$ cat config.mk
export PLATFORM = sky130hd
export DESIGN_NAME = msp_inst_encoder
export DESIGN_NICKNAME = d
export VERILOG_FILES = /design/src/rtl/msp_inst_encoder.sv
export SDC_FILE = /design/constraint.sdc
export NUM_CORES = 1
export LEC_CHECK = 0
export CORE_MARGIN = 2
export CORE_UTILIZATION = 50
export DETAILED_ROUTE_END_ITERATION = 6
export PLACE_DENSITY_LB_ADDON = 0.15
export SLEW_MARGIN = 0
export SYNTH_ARGS = -nofsm -noshare
export SYNTH_HDL_FRONTEND = slang
export SYNTH_SLANG_ARGS = --single-unit
export TNS_END_PERCENT = 20
$ cat constraint.sdc
create_clock -name mclk -period 2.7 [get_ports mclk]
set_input_delay 0.54 -clock mclk [delete_from_list [all_inputs] [get_ports mclk]]
set_output_delay 0.54 -clock mclk [all_outputs]
set_load 0.1 [all_outputs]
$ cat src/rtl/msp_inst_encoder.sv
// -----------------------------------------------------------------------------
// msp_inst_encoder
// Purpose : MSP430 instruction encoder, the inverse of the core debug decoder.
//           Takes one instruction as fields and emits its 1-3 word machine
//           code stream (opcode, source ext, destination ext) over a
//           valid/ready word port. Each word is tagged with its program
//           address.
// Ports   :
//   mclk, puc_rst       clock and synchronous active-high reset
//   req_valid/ready     instruction request handshake; ready only when idle
//   req_type            0=SIG-OP 1=JUMP 2=TWO-OP 3=illegal
//   req_op              TWO-OP opcode[15:12]; SIG-OP op[2:0]; JUMP cond[2:0]
//   req_bw/src/as       byte flag, source register, source addressing mode
//   req_dst/ad          destination register and mode (TWO-OP only)
//   req_src_ext/dst_ext extension words; req_jmp_off signed word offset
//   word_valid/ready    encoded word handshake
//   word_data/addr/last encoded word, its program address, final-word flag
//   err                 one-cycle pulse when an illegal request is dropped
//   inst_count          legal instructions fully emitted (wraps)
//   word_count          words transferred (wraps)
// -----------------------------------------------------------------------------
module msp_inst_encoder #(
  parameter logic [15:0] PC_INIT = 16'hF800,
  parameter int unsigned CNT_W   = 32
) (
  input  logic             mclk,
  input  logic             puc_rst,
  input  logic             req_valid,
  output logic             req_ready,
  input  logic [1:0]       req_type,
  input  logic [3:0]       req_op,
  input  logic             req_bw,
  input  logic [3:0]       req_src,
  input  logic [1:0]       req_as,
  input  logic [3:0]       req_dst,
  input  logic             req_ad,
  input  logic [15:0]      req_src_ext,
  input  logic [15:0]      req_dst_ext,
  input  logic [9:0]       req_jmp_off,
  output logic             word_valid,
  input  logic             word_ready,
  output logic [15:0]      word_data,
  output logic [15:0]      word_addr,
  output logic             word_last,
  output logic             err,
  output logic [CNT_W-1:0] inst_count,
  output logic [CNT_W-1:0] word_count
);

  localparam logic [1:0] ST_IDLE = 2'd0;
  localparam logic [1:0] ST_OP   = 2'd1;
  localparam logic [1:0] ST_SEXT = 2'd2;
  localparam logic [1:0] ST_DEXT = 2'd3;

  localparam logic [1:0] T_SIG = 2'd0;
  localparam logic [1:0] T_JMP = 2'd1;
  localparam logic [1:0] T_TWO = 2'd2;

  localparam logic [CNT_W-1:0] CNT_ONE = {{(CNT_W-1){1'b0}}, 1'b1};

  // Opcode word for a legal request; illegal types encode to zero (never emitted).
  function automatic logic [15:0] encode_opword(
    input logic [1:0] typ,
    input logic [3:0] op,
    input logic       bw,
    input logic [3:0] src,
    input logic [1:0] as_m,
    input logic [3:0] dst,
    input logic       ad,
    input logic [9:0] off
  );
    logic [15:0] w;
    case (typ)
      T_TWO:   w = {op, src, ad, bw, as_m, dst};
      T_SIG:   w = {6'b000100, op[2:0], bw, as_m, src};
      T_JMP:   w = {3'b001, op[2:0], off};
      default: w = 16'h0000;
    endcase
    return w;
  endfunction

  logic [1:0]       state_q, state_d;
  logic             req_ready_q, req_ready_d;
  logic             word_valid_q, word_valid_d;
  logic [15:0]      word_data_q, word_data_d;
  logic [15:0]      word_addr_q, word_addr_d;
  logic             word_last_q, word_last_d;
  logic             err_q, err_d;
  logic [CNT_W-1:0] inst_count_q, inst_count_d;
  logic [CNT_W-1:0] word_count_q, word_count_d;
  logic [15:0]      sext_q, sext_d;
  logic [15:0]      dext_q, dext_d;
  logic             need_sext_q, need_sext_d;
  logic             need_dext_q, need_dext_d;

  logic             legal_s;
  logic             need_sext_s;
  logic             need_dext_s;
  logic [15:0]      opword_s;

  // Request decode: legality, extension-word needs and opcode word.
  always_comb begin
    legal_s = 1'b0;
    case (req_type)
      T_SIG:   legal_s = (req_op <= 4'd6);
      T_JMP:   legal_s = 1'b1;
      T_TWO:   legal_s = (req_op >= 4'd4);
      default: legal_s = 1'b0;
    endcase
    // R3 in any mode and R2 in modes 10/11 are constant generators: no ext word.
    need_sext_s = (req_type != T_JMP) &&
                  (((req_as == 2'b01) && (req_src != 4'd3)) ||
                   ((req_as == 2'b11) && (req_src == 4'd0)));
    need_dext_s = (req_type == T_TWO) && req_ad;
    opword_s    = encode_opword(req_type, req_op, req_bw, req_src, req_as,
                                req_dst, req_ad, req_jmp_off);
  end

  // Next-state logic for the emit FSM, word port and counters.
  always_comb begin
    state_d      = state_q;
    req_ready_d  = req_ready_q;
    word_valid_d = word_valid_q;
    word_data_d  = word_data_q;
    word_addr_d  = word_addr_q;
    word_last_d  = word_last_q;
    err_d        = 1'b0;
    inst_count_d = inst_count_q;
    word_count_d = word_count_q;
    sext_d       = sext_q;
    dext_d       = dext_q;
    need_sext_d  = need_sext_q;
    need_dext_d  = need_dext_q;
    case (state_q)
      ST_IDLE: begin
        if (req_valid && req_ready_q) begin
          if (legal_s) begin
            state_d      = ST_OP;
            req_ready_d  = 1'b0;
            word_valid_d = 1'b1;
            word_data_d  = opword_s;
            word_last_d  = !(need_sext_s || need_dext_s);
            sext_d       = req_src_ext;
            dext_d       = req_dst_ext;
            need_sext_d  = need_sext_s;
            need_dext_d  = need_dext_s;
          end else begin
            // Illegal request: dropped, flagged, no words emitted.
            err_d = 1'b1;
          end
        end else begin
          state_d = ST_IDLE;
        end
      end
      ST_OP, ST_SEXT, ST_DEXT: begin
        if (word_valid_q && word_ready) begin
          word_addr_d  = word_addr_q + 16'd2;
          word_count_d = word_count_q + CNT_ONE;
          if (word_last_q) begin
            state_d      = ST_IDLE;
            req_ready_d  = 1'b1;
            word_valid_d = 1'b0;
            word_last_d  = 1'b0;
            inst_count_d = inst_count_q + CNT_ONE;
          end else if ((state_q == ST_OP) && need_sext_q) begin
            state_d     = ST_SEXT;
            word_data_d = sext_q;
            word_last_d = !need_dext_q;
          end else begin
            state_d     = ST_DEXT;
            word_data_d = dext_q;
            word_last_d = 1'b1;
          end
        end else begin
          // Sink stalled: hold data/addr/last.
          state_d = state_q;
        end
      end
      default: begin
        state_d      = ST_IDLE;
        req_ready_d  = 1'b1;
        word_valid_d = 1'b0;
      end
    endcase
  end

  // State and output registers with synchronous reset.
  always_ff @(posedge mclk) begin
    if (puc_rst) begin
      state_q      <= ST_IDLE;
      req_ready_q  <= 1'b1;
      word_valid_q <= 1'b0;
      word_data_q  <= 16'h0000;
      word_addr_q  <= PC_INIT;
      word_last_q  <= 1'b0;
      err_q        <= 1'b0;
      inst_count_q <= {CNT_W{1'b0}};
      word_count_q <= {CNT_W{1'b0}};
      sext_q       <= 16'h0000;
      dext_q       <= 16'h0000;
      need_sext_q  <= 1'b0;
      need_dext_q  <= 1'b0;
    end else begin
      state_q      <= state_d;
      req_ready_q  <= req_ready_d;
      word_valid_q <= word_valid_d;
      word_data_q  <= word_data_d;
      word_addr_q  <= word_addr_d;
      word_last_q  <= word_last_d;
      err_q        <= err_d;
      inst_count_q <= inst_count_d;
      word_count_q <= word_count_d;
      sext_q       <= sext_d;
      dext_q       <= dext_d;
      need_sext_q  <= need_sext_d;
      need_dext_q  <= need_dext_d;
    end
  end

  assign req_ready  = req_ready_q;
  assign word_valid = word_valid_q;
  assign word_data  = word_data_q;
  assign word_addr  = word_addr_q;
  assign word_last  = word_last_q;
  assign err        = err_q;
  assign inst_count = inst_count_q;
  assign word_count = word_count_q;

endmodule

==> results of run 1 <==
## synth_stat cells, types with 3 or more instances
master	number	share of area [%]
sky130_fd_sc_hd__or2_2	5	0.47
sky130_fd_sc_hd__buf_4	3	0.34
sky130_fd_sc_hd__inv_1	18	1.0
sky130_fd_sc_hd__xor2_1	9	1.2
sky130_fd_sc_hd__o21a_1	5	0.56
sky130_fd_sc_hd__dfxtp_1	135	41
sky130_fd_sc_hd__a211oi_1	3	0.34
sky130_fd_sc_hd__buf_2	8	0.60
sky130_fd_sc_hd__o31ai_1	15	1.7
sky130_fd_sc_hd__nor2_1	52	2.9
sky130_fd_sc_hd__clkbuf_1	50	2.8
sky130_fd_sc_hd__buf_1	4	0.23
sky130_fd_sc_hd__o2111ai_1	9	1.2
sky130_fd_sc_hd__and4_1	9	1.2
sky130_fd_sc_hd__a311oi_1	4	0.53
sky130_fd_sc_hd__nand3_1	57	4.3
sky130_fd_sc_hd__mux2_2	6	1.0
sky130_fd_sc_hd__o32a_1	3	0.45
sky130_fd_sc_hd__o22ai_1	5	0.47
sky130_fd_sc_hd__o41ai_1	7	0.92
sky130_fd_sc_hd__o21ai_0	57	4.3
sky130_fd_sc_hd__xnor2_1	19	2.5
sky130_fd_sc_hd__o221ai_1	3	0.39
sky130_fd_sc_hd__nand2_1	51	2.9
sky130_fd_sc_hd__nor3_1	10	0.75
sky130_fd_sc_hd__mux2_1	14	2.4
sky130_fd_sc_hd__nand4_1	14	1.3
sky130_fd_sc_hd__ha_1	3	0.56
sky130_fd_sc_hd__or4_1	23	2.6
sky130_fd_sc_hd__nor2b_1	26	2.4
sky130_fd_sc_hd__a21oi_1	74	5.6
sky130_fd_sc_hd__a221o_1	5	0.75
sky130_fd_sc_hd__mux2i_1	9	1.4
sky130_fd_sc_hd__a31oi_1	5	0.47
sky130_fd_sc_hd__o211ai_1	6	0.68
sky130_fd_sc_hd__and3b_1	4	0.53
sky130_fd_sc_hd__or3_1	15	1.4
sky130_fd_sc_hd__and3_1	4	0.38
sky130_fd_sc_hd__nand2b_1	5	0.47
sky130_fd_sc_hd__nor4_1	19	1.8
## through the flow
step | setup WS, ps | cells | TNS [ps] | total power [W]
after detailed placement | -35.3 | 1103 | -79.1 | 0.00290
after floorplan | -25.7 | 801 | -103 | 0.00262
final | 368 | 1135 | 0 | 0.00523
after global routing | 283 | 1135 | 0 | 0.00540
after CTS | 390 | 1135 | 0 | 0.00524
after global placement | 40.1 | 1103 | 0 | 0.00289
## power by group through the flow
| stage | registers (W) | logic [W] | clock network (W) |
|---|---|---|---|
| global placement | 0.00214 | 0.000747 | 0 |
| floorplan | 0.00231 | 0.000318 | 0 |
| global route | 0.00210 | 0.000815 | 0.00248 |
| finish | 0.00210 | 0.000769 | 0.00236 |
| CTS | 0.00210 | 0.000761 | 0.00238 |
| detailed placement | 0.00214 | 0.000757 | 0 |
## worst paths after layout
kind | slack, ps | start | endpoint | depth (start not counted)
worst min-delay path | 460 | word_data[3] | word_data[3] | 2
worst max register to register | 470 | inst_count[16] | inst_count[29] | 4
worst max-delay path | 370 | word_ready | inst_count[30] | 5
worst min register to register | 460 | word_data[3] | word_data[3] | 2
## layout make-up
cell class | count | area [sq um] | share of cell area (%)
flip-flops and latches | 135 | 2710 | 30.5
inverters | 18 | 67.6 | 0.761
repair buffers | 191 | 1630 | 18.3
clock inverters | 12 | 151 | 1.71
multi-input cells | 583 | 3640 | 41.0
clock buffers | 20 | 457 | 5.15
well taps | 176 | 220 | 2.48
## flip-flops by register name, summed over array words and instances (netlist names)
signal / flops
inst_count: 32
word_count: 32
dext_q: 16
sext_q: 16
word_data: 16
word_addr: 15
state_q: 2
err: 1
need_dext_q: 1
need_sext_q: 1
req_ready: 1
word_last: 1
word_valid: 1
## logic make-up (layout without fill, tap and decap cells)
group,count (synthesis),after routing,share of synthesized area [%]
AOI/OAI and AO/OA,218,218,20.6
xor gates and xnor gates,28,28,3.68
adders and majority gates,3,3,0.563
buffers and inverters,83,241,5.00
DFF,135,135,40.6
muxes,29,29,4.73
other,1,1,0.0563
and+or+nand+nor,304,304,24.8
## metal layers
metal,vias up,GRT usage [%]
met3,28,5.75
met5,-,0
met2,238,43.5
met1,3224,35.1
li1,3262,-
met4,0,9.12
## critical path, stage by stage
cell and delay (ps):
sky130_fd_sc_hd__clkdlybuf4s50_1 500, sky130_fd_sc_hd__o211ai_2 170, sky130_fd_sc_hd__or4_1 750, sky130_fd_sc_hd__or4_1 550, sky130_fd_sc_hd__a21oi_1 150
==> qor.txt, run 1 <==
Slew margin rel.: 38.4%
Data arrival at the endpoint of the critical path: 2670 ps
FP Rows: 42
Setup repair after global routing missed its margin: no
Utilization after layout: 67.6%
Switching share of total power: 26.9%
Min Hold Slack: 465 ps
Largest clock skew in the final design: 6.75 ps
Final Instance Area: 8870 sq um
Metal-1 WL: 8490 um
Top library cells by usage in the layout, fill and taps aside: sky130_fd_sc_hd__dfxtp_1 (129), sky130_fd_sc_hd__buf_4 (126), sky130_fd_sc_hd__a21oi_1 (74)
H-tree levels: 4
Inserted Clock Buffers: 17
CP endpoint kind: flop
Num Clock Sinks: 135
Number of violations reported at the end of detailed-routing iteration 0: 616
Leakage power of the design: 3.27 nW
Leading cell type in the layout, fill and taps excluded: sky130_fd_sc_hd__dfxtp_1
Fill cell instance count of the final layout: 1,104
CP Max Fanout: 12
Post-synthesis instance total: 801
Number of synthesized register bits: 135
TritonCTS clock tree: built
Count of pins on the block boundary: 164
Combinational power share: 14.7%
Largest net degree at the start of global routing: 136
Total gr overflow: 0
Wire length of the first global-routing pass: 31,000 um
Number of violations of the max-capacitance limit: 0
Width of the die: 119 um
Sort of element at the start of the critical path: input pin
Number of buffers inserted by port buffering: 162
Final antenna-violating net count: 0
Post-cts resize count: 0
Total via count in the routed design: 6,752
Ant. Diodes: 0
Ratio of routed vias to standard cells: 5.95
Detail Route met2 WL: 9040 um
Period minus WS final: 2330 ps
Final critical-path share of the clock period: 86.4%
Number of buffers added for setup after CTS: 0
CTS Root Buffer Type: sky130_fd_sc_hd__clkbuf_16
Fraction of registers with async set/reset: 0%
Cell area after placement: 8270 sq um
Hold Fails Final Rpt: 0
Initial antenna violation count: 0
DRT Pass-1 Iters: 6
Power Dens Cells: 589 nW/um^2
Net switching power figure: 0.00141 W
Die extent in y: 119 um
Hold WC Path Type: reg2reg
Number of warnings printed during yosys synthesis: 0
Actual transition at the worst max-transition pin: 923 ps
Internal power contribution: 0.00382 W
Routed wire length: 19,200 um
Number of synthesized flops with an enable pin: 0
Total DRC errors in the routed layout: 0
Worst EP required: 3040 ps
Number of distinct library cells after synthesis: 61
Highest attainable clock frequency: 429 MHz
Portion of the post-synthesis area used by sequential elements: 40.6%
Insertion delay of the later-clocked pin in the worst-skew pair: 410 ps
Outcome: complete, no violations
Kind of critical path: in2reg
Portion of total power attributed to the clock network: 45.1%
Highest routing layer actually used: met4
Post-Synthesis Net Count: 868
Number of nets in the layout: 1,013
Average routed wire per standard cell: 16.9 um
Clock Tree Buf Depth: 2
Cell area after synthesis: 6660 sq um
Via count of the first global-routing pass: 6,356
Placed wire-length estimate: 13,400 um
Area overhead of the layout relative to synthesis: 33.2%
Final setup violation count: 0
Predominant post-synthesis flop cell: sky130_fd_sc_hd__dfxtp_1
Highest ir drop seen on vdd: 0.000375 V
Total die area: 14,300 sq um
Sequential Power Share: 40.2%
Mapped Avg Cell Area: 8.32 sq um
Max Slew Vio Count: 0
Layout cell share with drive strength beyond 1: 19.2%
Clock transition at path regs: 60 ps
Routability congestion estimate from global placement: 0.901
Initial cell density of the core: 50.7%
Total routing usage reported by global routing: 26.7%
Hold-fix buffers at CTS: 0
Core region area: 13,100 sq um
Met3 wirelength from detailed routing: 1300 um
Power figures use the tool's default switching activity.
==> inputs of run 2 (changes only) <==
--- a/config.mk
+++ b/config.mk
@@ -5,10 +5,12 @@
 export SDC_FILE = /design/constraint.sdc
 export NUM_CORES = 1
 export LEC_CHECK = 0
+export CAP_MARGIN = 20
 export CORE_MARGIN = 2
-export CORE_UTILIZATION = 50
+export CORE_UTILIZATION = 54
 export DETAILED_ROUTE_END_ITERATION = 6
 export PLACE_DENSITY_LB_ADDON = 0.15
+export SKIP_LAST_GASP = 1
 export SLEW_MARGIN = 0
 export SYNTH_ARGS = -nofsm -noshare
 export SYNTH_HDL_FRONTEND = slang
==> constraint.sdc (replaced) <==
create_clock -name mclk -period 2.8 [get_ports mclk]
set_input_delay 0.56 -clock mclk [delete_from_list [all_inputs] [get_ports mclk]]
set_output_delay 0.56 -clock mclk [all_outputs]
set_load 0.1 [all_outputs]
==> run 2 against run 1 <==
Core utilization rose by 5.7 points. Sequential share of layout area rose by 0.18 points. Register-to-register slack got worse by 20 ps. Flip-flop and latch count did not move.
==> qor.txt, run 2 (same netlist as run 1, synthesis figures left out) <==
TritonCTS clock tree: built
Post-cts resize count: 0
Wire length of the first global-routing pass: 31,800 um
Actual transition at the worst max-transition pin: 778 ps
Hold-fix buffers at CTS: 0
Fill cell instance count of the final layout: 950
Outcome: complete, no violations
Clock Tree Buf Depth: 2
Total via count in the routed design: 6,851
Total gr overflow: 0
Leading cell type in the layout, fill and taps excluded: sky130_fd_sc_hd__dfxtp_1
Initial cell density of the core: 55.5%
Layout cell share with drive strength beyond 1: 18.4%
Count of pins on the block boundary: 164
Number of violations of the max-capacitance limit: 0
Num Clock Sinks: 135
Hold WC Path Type: reg2reg
Total DRC errors in the routed layout: 0
Setup repair after global routing missed its margin: no
Largest clock skew in the final design: 4.77 ps
FP Rows: 40
Clock transition at path regs: 50 ps
Global-route track usage on met2: 50.0%
Number of buffers inserted by port buffering: 162
Data arrival at the endpoint of the critical path: 2790 ps
Leakage power of the design: 3.26 nW
Routability congestion estimate from global placement: 0.867
Hold Fails Final Rpt: 0
Placed wire-length estimate: 14,100 um
Period minus WS final: 2440 ps
Register area: 2700 sq um
Power Dens Cells: 562 nW/um^2
Routed wire length: 19,500 um
Core region area: 12,000 sq um
Total routing usage reported by global routing: 29.8%
Highest ir drop seen on vdd: 0.000424 V
Ratio of routed vias to standard cells: 6.18
Die extent in y: 115 um
Area used by multi-input combinational logic: 3640 sq um
Final antenna-violating net count: 0
Ant. Diodes: 0
Final setup violation count: 0
Via count of the first global-routing pass: 6,489
Inserted Clock Buffers: 17
Initial antenna violation count: 0
Largest net degree at the start of global routing: 47
Global-route met3 utilization: 7.91%
DRT Pass-1 Iters: 5
Kind of critical path: in2reg
CP endpoint kind: flop
CP Max Fanout: 11
Sum Neg Setup Slack: 0 ps
Highest attainable clock frequency: 410 MHz
Post-Place Cells: 1,079
Area overhead of the layout relative to synthesis: 32.0%
Insertion delay of the later-clocked pin in the worst-skew pair: 420 ps
Met1 usage: 38.4%
Number of violations reported at the end of detailed-routing iteration 0: 588
Number of buffers added for setup after CTS: 0
Final critical-path share of the clock period: 87.2%
Layout Cells excl Fill: 1,108
Total die area: 13,200 sq um
Slew margin rel.: 48.1%
Sort of element at the start of the critical path: input pin
CTS Root Buffer Type: sky130_fd_sc_hd__clkbuf_16
Average routed wire per standard cell: 17.6 um
Number of nets in the layout: 1,018
Worst EP required: 3150 ps
Busiest layer in global routing: met2
Max Slew Vio Count: 0
H-tree levels: 4
Utilization after layout: 73.2%
Overall power of the completed layout: 0.00494 W
Top library cells by usage in the layout, fill and taps aside: sky130_fd_sc_hd__dfxtp_1 (135), sky130_fd_sc_hd__buf_4 (134), sky130_fd_sc_hd__a21oi_1 (74)
Width of the die: 115 um
-- run 2: per-stage QoR --
stage | setup slack [ps] | hold WS, ps | cell area [sq um]
5_1_grt | 241 | 498 | 8800
6_report | 359 | 474 | 8800
4_1_cts | 390 | 474 | 8800
3_5_place_dp | -44.7 | 462 | 8220
3_3_place_gp | 11.9 | 447 | 8220
2_1_floorplan | 14.2 | 448 | 6660
-- run 2: area by class of cell --
cell class	count	area share, %
flip-flops and latches	135	30.7
repair buffers	196	18.5
clock buffers	26	5.79
clock inverters	3	0.740
well taps	147	2.09
multi-input cells	583	41.4
inverters	18	0.768
-- run 2: critical path: stages --
cell and delay (ps):
sky130_fd_sc_hd__clkdlybuf4s50_1 580, sky130_fd_sc_hd__o211ai_2 210, sky130_fd_sc_hd__or4_1 750, sky130_fd_sc_hd__or4_1 520, sky130_fd_sc_hd__a21oi_1 160
-- run 2: path summary, 6_finish.rpt --
kind                start              to  slack (ps)  cells past startpoint
max            word_ready  inst_count[30]         360                      5
min          word_data[1]    word_data[1]         470                      2
max reg2reg     word_last  inst_count[31]         450                      4
min reg2reg  word_data[1]    word_data[1]         470                      2
-- run 2: layer usage --
metal	vias to the layer above	part of all wire [%]	wire length [um]
li1	3267	-	-
met1	3305	43	8450
met2	263	49	9510
met3	16	6.9	1340
met4	0	1.0	199
met5	-	0	0
-- run 2: power breakdown --
part	internal, W	switching [W]
logic	0.000256	0.000477
clock network	0.00141	0.000771
registers	0.00198	0.0000464
